`src/rtl/sram_arbiter_pkg.sv`:
```
// rtl/sram_arbiter_pkg.sv - response tracker states and requester ids for sram_arbiter
// Shared by the arbiter top; SRAM_ARB_RR_EN selects the round-robin build.
package sram_arbiter_pkg;

   typedef enum logic [1:0] {
      ARB_IDLE      = 2'd0,
      ARB_RESP_INST = 2'd1,
      ARB_RESP_DATA = 2'd2
   } arb_state_t;

   localparam logic REQ_INST = 1'b0;
   localparam logic REQ_DATA = 1'b1;

endpackage

```
`src/rtl/sram_arbiter_arb_pick.sv`:
```
// rtl/sram_arbiter_arb_pick.sv - combinational winner select between inst and data requests
// inst_pri decides conflicts only; a sole requester is always granted.
module arb_pick (
   input  logic inst_req,
   input  logic data_req,
   input  logic inst_pri,
   output logic inst_gnt,
   output logic data_gnt
);

   assign inst_gnt = inst_req & (~data_req | inst_pri);
   assign data_gnt = data_req & ~(inst_req & inst_pri);

endmodule

```
`src/rtl/sram_arbiter.sv`:
```
// rtl/sram_arbiter.sv - shares one single-port SRAM between fetch and data requesters
// Define SRAM_ARB_RR_EN for round-robin conflicts; default is data priority with inst starvation guard.
module sram_arbiter
   import sram_arbiter_pkg::*;
#(
   parameter int ADDR_WD    = 32,
   parameter int DATA_WD    = 32,
   parameter int STARVE_MAX = 4
) (
   input  logic               clk,
   input  logic               reset,
   input  logic               inst_req,
   input  logic [3:0]         inst_we,
   input  logic [ADDR_WD-1:0] inst_addr,
   input  logic [DATA_WD-1:0] inst_wdata,
   output logic               inst_gnt,
   output logic               inst_rvalid,
   output logic [DATA_WD-1:0] inst_rdata,
   input  logic               data_req,
   input  logic [3:0]         data_we,
   input  logic [ADDR_WD-1:0] data_addr,
   input  logic [DATA_WD-1:0] data_wdata,
   output logic               data_gnt,
   output logic               data_rvalid,
   output logic [DATA_WD-1:0] data_rdata,
   output logic               sram_en,
   output logic [3:0]         sram_we,
   output logic [ADDR_WD-1:0] sram_addr,
   output logic [DATA_WD-1:0] sram_wdata,
   input  logic [DATA_WD-1:0] sram_rdata
);

   arb_state_t state, state_nxt;
   logic       inst_pri;
   logic       inst_req_live;
   logic       data_req_live;

   // Requests are masked while reset is high so nothing reaches the SRAM port.
   assign inst_req_live = inst_req & ~reset;
   assign data_req_live = data_req & ~reset;

   arb_pick u_arb_pick (
      .inst_req (inst_req_live),
      .data_req (data_req_live),
      .inst_pri (inst_pri),
      .inst_gnt (inst_gnt),
      .data_gnt (data_gnt)
   );

`ifdef SRAM_ARB_RR_EN
   logic last_gnt;

   assign inst_pri = (last_gnt == REQ_DATA);

   always_ff @(posedge clk or posedge reset) begin
      if (reset) begin
         last_gnt <= REQ_DATA;
      end else if (inst_gnt) begin
         last_gnt <= REQ_INST;
      end else if (data_gnt) begin
         last_gnt <= REQ_DATA;
      end
   end
`else
   localparam logic [3:0] STARVE_LIM = 4'(STARVE_MAX);

   logic [3:0] starve_cnt;

   assign inst_pri = (starve_cnt == STARVE_LIM);

   // Counts consecutive denied inst requests; saturates rather than wrapping.
   always_ff @(posedge clk or posedge reset) begin
      if (reset) begin
         starve_cnt <= 4'd0;
      end else if (!inst_req || inst_gnt) begin
         starve_cnt <= 4'd0;
      end else if (starve_cnt != 4'hf) begin
         starve_cnt <= starve_cnt + 4'd1;
      end
   end
`endif

   always_ff @(posedge clk or posedge reset) begin
      if (reset) begin
         state <= ARB_IDLE;
      end else begin
         state <= state_nxt;
      end
   end

   always_comb begin
      state_nxt = ARB_IDLE;
      if (inst_gnt && inst_we == 4'h0) begin
         state_nxt = ARB_RESP_INST;
      end else if (data_gnt && data_we == 4'h0) begin
         state_nxt = ARB_RESP_DATA;
      end
   end

   assign inst_rvalid = (state == ARB_RESP_INST);
   assign data_rvalid = (state == ARB_RESP_DATA);
   assign inst_rdata  = sram_rdata;
   assign data_rdata  = sram_rdata;

   always_comb begin
      sram_en    = inst_gnt | data_gnt;
      sram_we    = 4'h0;
      sram_addr  = '0;
      sram_wdata = '0;
      if (inst_gnt) begin
         sram_we    = inst_we;
         sram_addr  = inst_addr;
         sram_wdata = inst_wdata;
      end else if (data_gnt) begin
         sram_we    = data_we;
         sram_addr  = data_addr;
         sram_wdata = data_wdata;
      end
   end

endmodule

```
`config.mk`:
```
export PLATFORM = sky130hd
export DESIGN_NAME = sram_arbiter
export DESIGN_NICKNAME = d
export VERILOG_FILES = /design/src/rtl/sram_arbiter_pkg.sv /design/src/rtl/sram_arbiter_arb_pick.sv /design/src/rtl/sram_arbiter.sv
export SDC_FILE = /design/constraint.sdc
export NUM_CORES = 1
export LEC_CHECK = 0
export BUFFER_PORTS_ARGS = -buffer_cell sky130_fd_sc_hd__buf_2
export CORE_AREA = 3 3 119 121
export DETAILED_ROUTE_END_ITERATION = 8
export DIE_AREA = 0 0 122 124
export PLACE_DENSITY = 0.45
export SYNTH_ARGS = -nofsm -noshare
export SYNTH_HDL_FRONTEND = slang
export SYNTH_SLANG_ARGS = --single-unit
```
`constraint.sdc`:
```
create_clock -name clk -period 3.1 [get_ports clk]
set_clock_uncertainty 0.1 [all_clocks]
set_input_delay 0.465 -clock clk [delete_from_list [all_inputs] [get_ports clk]]
set_output_delay 0.465 -clock clk [all_outputs]
set_load 0.02 [all_outputs]
```
# Yosys cells after proc, flatten, opt, wreduce, memory -nomap -nowiden
# Index checks and enable logic that the tools add are counted.
# word_totals
regBits,6
latch_bits,0
ram_bits,0
rom_bits,0
out_inout_bits,137
wordCells,34
n_memories,0
# classes
n_addsub,1
n_mul,0
n_div,0
n_lt_le_gt_ge,0
eq_ne,4
n_shift,0
mux,10
bitwise,10
n_reduce_logical,7
# op_table
operator,count
two-way mux 32 bit,4
two-way mux 4 bit,4
logical NOT 4 bit,2
AND 1 bit,5
adder 4 x 1 -> 4 bit (second input constant),1
== test 4 x 3 -> 1 bit (second input constant),1
two-way mux 2 bit,2
inequality test 4 bit (second input constant),1
inverter 1 bit,3
== test 2 x 1 -> 1 bit (second input constant),1
== test 2 bit (second input constant),1
logical AND 1 bit,2
bitwise OR 1 bit,2
nonzero test 2 bit,1
logical NOT 1 bit,1
logical OR 1 bit,1

# Depth between registers and ports, before layout
# Gate-level depths: netlist of run 1.
# logic_depth
ltp_word,8
mapped_depth,7
ltp_nobuf,5

# Modules after synthesis
# From an unflattened synthesis of run 1, not the netlist that was laid out.
# hier_totals
cells_unflattened,191
area_unflattened_um2,1557.7
# by_module_without_submodules
mod,n_inst,cells_per_inst,area_each_um2,seq_area_each_um2
sram_arbiter,1,188,1539.0,150.1
arb_pick,1,3,18.8,0.0

# Worst setup path before layout of run 1
# OpenSTA, ideal clock, no wires.
# synth_timing
path_kind,reg-to-output
start,reg starve_cnt[0]
end,out sram_addr[10]
arrival_ps,1685
required_ps,2535
slack_ps,850
path_stages_with_launch,8
n_path_buf,2
path_cell_list,dfrtp_1 > inv_1 > ha_1 > nand3b_4 > a211oi_4 > buf_4 > buf_4 > a22o_1
# synth_via
elab_chain_cells,6
# synth_lines
item,line_no,text
"start, declared",sram_arbiter.sv:67,logic [3:0] starve_cnt;
"start signal, assigned",sram_arbiter.sv:78,starve_cnt <= starve_cnt + 4'd1;
== test 4 x 3 -> 1 bit *,sram_arbiter.sv:69,assign inst_pri = (starve_cnt == STARVE_LIM);
AND 1 bit,sram_arbiter_arb_pick.sv:12,assign data_gnt = data_req & ~(inst_req & inst_pri);
inverter 1 bit,sram_arbiter_arb_pick.sv:12,
AND 1 bit,sram_arbiter_arb_pick.sv:12,
two-way mux 32 bit,sram_arbiter.sv:114,end else if (data_gnt) begin
two-way mux 32 bit *,sram_arbiter.sv:110,if (inst_gnt) begin
"end, declared",sram_arbiter.sv:28,"output logic [ADDR_WD-1:0] sram_addr,"
# Every way passes the cells marked *; elsewhere a longest branch is shown, timed or not.

# Worst setup path in the final report of run 1
# layout_timing
start,reg starve_cnt[0]
end,out sram_wdata[31]
# layout_via
elab_chain_cells,6
# layout_lines
item,line_no,text
== test 4 x 3 -> 1 bit *,sram_arbiter.sv:69,
AND 1 bit,sram_arbiter_arb_pick.sv:12,
inverter 1 bit,sram_arbiter_arb_pick.sv:12,
AND 1 bit,sram_arbiter_arb_pick.sv:12,
two-way mux 32 bit,sram_arbiter.sv:114,
two-way mux 32 bit *,sram_arbiter.sv:110,
"end, declared",sram_arbiter.sv:29,"output logic [DATA_WD-1:0] sram_wdata,"
# Marked as above.

==> metrics.md, run 1 <==
| Metric | Value |
|---|---|
| Top delay family on crit path | `buffers and inverters` |
| Vias per cell | `3.90` |
| H-tree Lvls | `1` |
| Layout overhead on the synthesized area | `49.7%` |
| Clk buf depth | `2` |
| Dominant cell type by area after synthesis | `a22o_1` |
| Post-synth top area share | `37.3%` |
| Clock Power Share | `33.7%` |
| Die Y | `about 120 um` |
| Drt first pass iters | `4` |
| NumNets Final | `roughly 500` |
| Register area share after synthesis | `9.40%` |
| Worst IR Drop VDD | `0.000251 V` |
| Flop-to-flop setup slack | `~1.4 ns` |
| ANT cells | `0` |
| Post-synth EDFFs | `0` |
| FMAX | `0.369 GHz` |
| Die area | `0.0151 mm^2` |
| Top-count cell post-synth | `a22o_1` |
| Clk pin slew, worst setup/hold paths | `0.04 ns` |
| Cell count after synthesis | `~180` |
| Kind of critical path | `flop to output port` |
| Hold Violations, Final | `0` |
| Internal power | `399 uW` |
| GRT Total Usage | `8.16%` |
| Sequential share of power | `13.4%` |
| Slew @ Worst Pin | `0.333 ns` |
| Switch Pwr | `~230 uW` |
| FILL cells | `1488` |
| Worst Setup SP | `starve_cnt[0]` |
| Worst slack, placed | `0.596 ns` |
| Netlist Area Pre-Place | `0.00160 mm^2` |
| Share of cells above drive strength 1 | `68.9%` |
| Worst R2R Start | `starve_cnt[0]` |
| Post-Route WL | `7.43 mm` |
| Row cnt | `42` |
| Initial antenna violation count | `1` |
| Reg2reg end | `state[1]` |
| Setup WS post-layout | `0.391 ns` |
| Post-DRT Antenna Nets | `0` |
| Final cycle utilization of the critical path | `87.4%` |
| Critical Path Stages | `7` |
| Critical Path RT | `2.53 ns` |
| #FFs+latches synth | `6` |
| Synth warn | `0` |
| Clock tree sinks | `6` |
| Grt ovf | `0` |
| Slowest cell on crit path | `dfrtp_1` |
| Startpoint types | `flop` |
| Setup_tns | `0 ns` |
| Syn_area_per_cell | `8.68 um^2` |
| Clk Tree Root Cell | `clkbuf_16` |
| Unrepaired setup endpoints after global routing | `false` |
| Initial Utilization | `12.1%` |
| RePlAce Congestion | `0.727` |
| Switching Share | `36.9%` |
| Hold Path Class | `input port to async pin` |
| Wirelength per Cell | `between 10 and 15 um` |
| Synth area leaders | `a22o_1 (37%), buf_4 (31%), dfrtp_1 (9.4%), buf_6 (4.9%), a311oi_4 (1.6%)` |
| Delay of the slowest critical-path stage | `roughly 0.41 ns` |
| Ys async rst share | `100%` |
| Via Count | `1943` |
| Hold_buf cts | `0` |
| Cts bufs inserted | `3` |
| Outcome | `complete, no violations` |
| Crit Path Max Fanout | `69` |
| Critical path buffer and inverter count | `3` |
| I/O Buffers | `212` |
| Max Cap Viol | `0` |
| Leak | `1.41 nW` |
| Post-CTS sizing | `0` |
| Slew Limit Fails | `0` |
| First-pass GRT wire length | `9.72 mm` |
| Largest net degree at the start of global routing | `71` |
| Synth unique cells | `25` |
| Net Count, Synth | `358` |
| Core area | `0.0132 mm^2` |
| Post-CTS setup buffers | `0` |
| Synth Flop Type | `dfrtp_1` |
| CTS tree | `yes` |
| Synth cell count leaders | `a22o_1 (68), buf_4 (66), buf_6 (7)` |
| Number of I/O pins | `309` |
| Pwr/cell area | `264 mW/mm^2` |
| Critical Path Sink Type | `output port` |
| Comb power frac | `between 50% and 60%` |
| Rel. slew slack | `between 70% and 80%` |
| Hpwl dp | `6.09 mm` |
| Worst setup path endpoint | `sram_wdata[31]` |
| Vias in the first global route | `1805` |
| Die width | `~120 um` |
| CP cell instances | `inv_1, ha_1, nand3b_4, a211oi_4, buf_12, a22o_1, buf_2` |
| Fin crit period | `2.71 ns` |
| DRT iter0 DRCs | `39` |
| Worst-skew pair later-pin latency | `0.23 ns` |
| WP data arrival | `2.14 ns` |
| Setup-failing EPs final | `0` |
| Reg2Reg Depth | `5` |
| DRC Markers | `0` |
power groups by stage:
stage	logic (mW)	clock network (mW)	registers, mW
after global placement	0.335	0	0.0851
after CTS	0.340	0.216	0.0844
after detailed placement	0.338	0	0.0853
final	0.335	0.213	0.0844
after global routing	0.361	0.219	0.0847
after floorplan	0.302	0	0.0847
worst register-to-register path: cells and delay by family, from the launching register on:
kind	cells	cell delay, ns
compound gates	1	0.27
flops	1	0.40
simple gates	1	0.25
buf+inv	2	0.37
fa+ha+maj	1	0.26
cell families (layout without fill, tap and decap cells):
kind of cell,count (synthesis),count (layout),share of synthesized area [%]
xor gates and xnor gates,1,1,0.549
muxes,1,1,0.627
AOI/OAI and AO/OA,75,75,42.4
buffers and inverters,85,223,39.2
DFF,6,6,9.40
and+or+nand+nor,14,14,6.27
adders and majority gates,2,2,1.57
per-stage QoR:
step / hold WS (ns) / instances / utilization [%] / total power [mW] / area, um^2
6_report: 0.126 / 498 / 18.1 / 0.632 / 2390
5_1_grt: 0.154 / 498 / 18.1 / 0.665 / 2390
4_1_cts: 0.138 / 498 / 18.1 / 0.640 / 2390
3_5_place_dp: 0.384 / 495 / 17.5 / 0.424 / 2310
3_3_place_gp: 0.372 / 495 / 17.5 / 0.421 / 2310
2_1_floorplan: 0.379 / 184 / - / 0.386 / 1600
metal layers:
layer | track usage (%) | part of all wire [%] | wire length, um
met1 | 8.87 | 37 | 2760
met2 | 16.0 | 50 | 3740
met3 | 1.82 | 11 | 837
met4 | 1.82 | 1.1 | 81
met5 | 0 | 0.18 | 13
cell usage in the layout, fill, tap and decap left out, types with 2 or more instances in the layout:
| cell | instances |
|---|---|
| buf_2 | 212 |
| a22o_1 | 68 |
| dfrtp_1 | 6 |
| inv_1 | 5 |
| nor3_1 | 4 |
| clkbuf_16 | 3 |
| a21oi_1 | 2 |
| a2111oi_0 | 2 |
| nand3_1 | 2 |
| nor2b_1 | 2 |
| ha_1 | 2 |
| buf_12 | 2 |
worst min path at each step:
| stage | start | endpoint | depth (start not counted) |
|---|---|---|---|
| after floorplan | reset | starve_cnt[0] | 2 |
| after global placement | reset | state[0] | 2 |
| after detailed placement | reset | state[0] | 2 |
| after CTS | reset | state[0] | 2 |
| after global routing | reset | starve_cnt[1] | 2 |
| final | reset | state[0] | 2 |
layout make-up:
class / instances / area, um^2 / share of cell area (%)
sequential: 6 / 150 / 6.28
multi-input combinational: 93 / 821 / 34.3
inverter: 6 / 22.5 / 0.942
tap: 176 / 220 / 9.21
timing repair buffer: 214 / 1100 / 46.1
clock buffer: 3 / 75.1 / 3.14
state kept, by name, indices dropped and copies added, names as in the netlist:
register    count
state           2
starve_cnt      4
Power figures use the tool's default switching activity.
==> inputs of run 2 (changes only) <==
REMOVE_ABC_BUFFERS = 1   (was not set)
==> run 2 against run 1 <==
- global-route usage is 2.2 points higher
- die area stayed put
- flip-flop and latch count stayed put
- final area is 0.21% lower
- total power is 1.2% lower
- count of clock-buffer cells in the layout stayed put
- hold slack worse by 0.0056 ns
- sequential share of layout area hardly changed
- clock power hardly changed
- non-clock buffer count is 1 higher
- via count is 6.5% higher
- sequential power hardly changed
- largest cell class unchanged
- highest routed layer unchanged
==> metrics.md, run 2 (synthesis results as in run 1) <==
| Metric | Value |
|---|---|
| Largest net degree at the start of global routing | `70 (was 71)` |
| Unrepaired setup endpoints after global routing | `false (unchanged)` |
| Layout overhead on the synthesized area | `49.4% (was 49.7%)` |
| Die Y | `124 um (unchanged)` |
| Core area | `0.0132 mm^2 (unchanged)` |
| Setup WS post-layout | `0.418 ns (was 0.391 ns)` |
| Share of cells above drive strength 1 | `69.0% (was 68.9%)` |
| I/O Buffers | `212 (unchanged)` |
| Register name with the most flops | `starve_cnt (unchanged)` |
| Wirelength per Cell | `18.1 um (was 14.9 um)` |
| Power Total | `624 uW (was 632 uW)` |
| Via Count | `2069 (was 1943)` |
| Internal power | `398 uW (was 399 uW)` |
| Cts bufs inserted | `3 (unchanged)` |
| Flop-to-flop setup slack | `1.34 ns (was 1.39 ns)` |
| CTS tree | `yes (unchanged)` |
| Final Core Density | `18.1% (about the same)` |
| Top flop regs | `starve_cnt (4), state (2) (unchanged)` |
| Clk Tree Root Cell | `clkbuf_16 (unchanged)` |
| Max reg flops | `4 (unchanged)` |
| Worst-skew pair later-pin latency | `0.23 ns (about the same)` |
| WP data arrival | `2.12 ns (was 2.14 ns)` |
| Clock Power Share | `33.7% (about the same)` |
| Grt ovf | `0 (unchanged)` |
| FMAX | `0.373 GHz (was 0.369 GHz)` |
| Drt first pass iters | `4 (unchanged)` |
| Slew @ Worst Pin | `0.408 ns (was 0.333 ns)` |
| Hold Violations, Final | `0 (unchanged)` |
| Initial antenna violation count | `0 (was 1)` |
| Reg2reg end | `state[1] (unchanged)` |
| Post-Route WL | `9.04 mm (was 7.43 mm)` |
| Worst setup path endpoint | `sram_addr[29] (was sram_wdata[31])` |
| Post-CTS sizing | `0 (unchanged)` |
| Clk pin slew, worst setup/hold paths | `0.03 ns (was 0.04 ns)` |
| Post-DRT Antenna Nets | `0 (unchanged)` |
| DRC Markers | `0 (unchanged)` |
| Commonest non-fill, non-tap cell in the layout | `buf_2 (unchanged)` |
| DRT iter0 DRCs | `78 (was 39)` |
| Post-CTS setup buffers | `0 (unchanged)` |
| Leak | `1.41 nW (about the same)` |
| Switching Share | `36.3% (was 36.9%)` |
| Reg2Reg Depth | `5 (unchanged)` |
| Clk buf depth | `2 (unchanged)` |
| Sequential share of power | `13.5% (was 13.4%)` |
| Startpoint types | `flop (unchanged)` |
| Critical Path RT | `2.53 ns (about the same)` |
| Row cnt | `42 (unchanged)` |
| Kind of critical path | `flop to output port (unchanged)` |
| NumNets Final | `499 (was 498)` |
| Most frequent cells in the layout | `buf_2 (212), a22o_1 (68), dfrtp_1 (6) (unchanged)` |
| Vias per cell | `4.15 (was 3.90)` |
| Slew Limit Fails | `0 (unchanged)` |
| First-pass GRT wire length | `11.6 mm (was 9.72 mm)` |
| H-tree Lvls | `1 (unchanged)` |
| Final cycle utilization of the critical path | `86.5% (was 87.4%)` |
| Hpwl dp | `7.74 mm (was 6.09 mm)` |
| Hold Path Class | `input port to async pin (unchanged)` |
| RePlAce Congestion | `0.691 (was 0.727)` |
| Critical Path Sink Type | `output port (unchanged)` |
| Worst slack, placed | `0.643 ns (was 0.596 ns)` |
| Comb power frac | `52.8% (was 53.0%)` |
| Number of I/O pins | `309 (unchanged)` |
| Switch Pwr | `227 uW (was 233 uW)` |
| Clock tree sinks | `6 (unchanged)` |
| Pwr/cell area | `262 mW/mm^2 (was 264 mW/mm^2)` |
| Worst Setup SP | `starve_cnt[0] (unchanged)` |
| Die area | `0.0151 mm^2 (unchanged)` |
| Crit Path Max Fanout | `69 (unchanged)` |
| Fin crit period | `2.68 ns (was 2.71 ns)` |
| Die width | `122 um (unchanged)` |
| Rel. slew slack | `72.8% (was 77.3%)` |
| Initial Utilization | `12.1% (unchanged)` |
| Vias in the first global route | `1886 (was 1805)` |
| Hold_buf cts | `0 (unchanged)` |
| GRT Total Usage | `10.3% (was 8.16%)` |
| Setup-failing EPs final | `0 (unchanged)` |
| Worst R2R Start | `starve_cnt[0] (unchanged)` |
| ANT cells | `0 (unchanged)` |
| Outcome | `complete, no violations (unchanged)` |
| Max Cap Viol | `0 (unchanged)` |
| Worst IR Drop VDD | `0.000127 V (was 0.000251 V)` |
[run 2: cell count changes in the layout (fill, tap and decap cells not counted), sizes merged]
cell | before | now
buf | 214 | 215
[run 2: critical path, stage by stage, from the launching register on]
cell	delay [ns]
dfrtp_1	0.40
inv_1	0.07
ha_1	0.25
nand3b_4	0.12
a211oi_4	0.28
buf_12	0.28
a22o_1	0.23
buf_2	0.17
[run 2: per-stage QoR]
step                hold slack, ns  instance area, um^2  instances  setup TNS [ns]
global route                 0.161                 2380        499               0
CTS                          0.133                 2380        499               0
detailed placement           0.377                 2310        496               0
finish                       0.121                 2380        499               0
floorplan                    0.156                  993        105          -17.35
global placement             0.371                 2310        496               0
[run 2: metal layers]
metal  up-vias  routed length, um  global-route usage [%]
met3         9               1830                    9.81
met5         -                119                    7.64
li1        908                  -                       -
met1       929               3610                    13.5
met4         4                 51                    1.40
met2       219               3430                    11.4
[run 2: layout make-up]
type,instances,area (um^2)
clock buffer,3,75.1
multi-input combinational,93,821
timing repair buffer,215,1100
sequential,6,150
inverter,6,22.5
fill,1487,10800
tap,176,220
[run 2: worst min path at each step]
stage	start	end	slack [ns]	cells after the start
2_1_floorplan	reset	starve_cnt[0]	0.16	1
3_3_place_gp	reset	state[0]	0.37	2
3_5_place_dp	reset	state[0]	0.38	2
4_1_cts	reset	starve_cnt[3]	0.13	2
5_1_grt	reset	state[1]	0.16	2
6_report	reset	state[1]	0.12	2
[run 2: power groups by stage]
stage | Clock [mW] | Combinational, mW | Sequential (mW)
finish | 0.211 | 0.329 | 0.0843
global placement | 0 | 0.329 | 0.0851
floorplan | 0 | 0.166 | 0.0847
detailed placement | 0 | 0.331 | 0.0852
CTS | 0.216 | 0.333 | 0.0843
global route | 0.221 | 0.355 | 0.0847
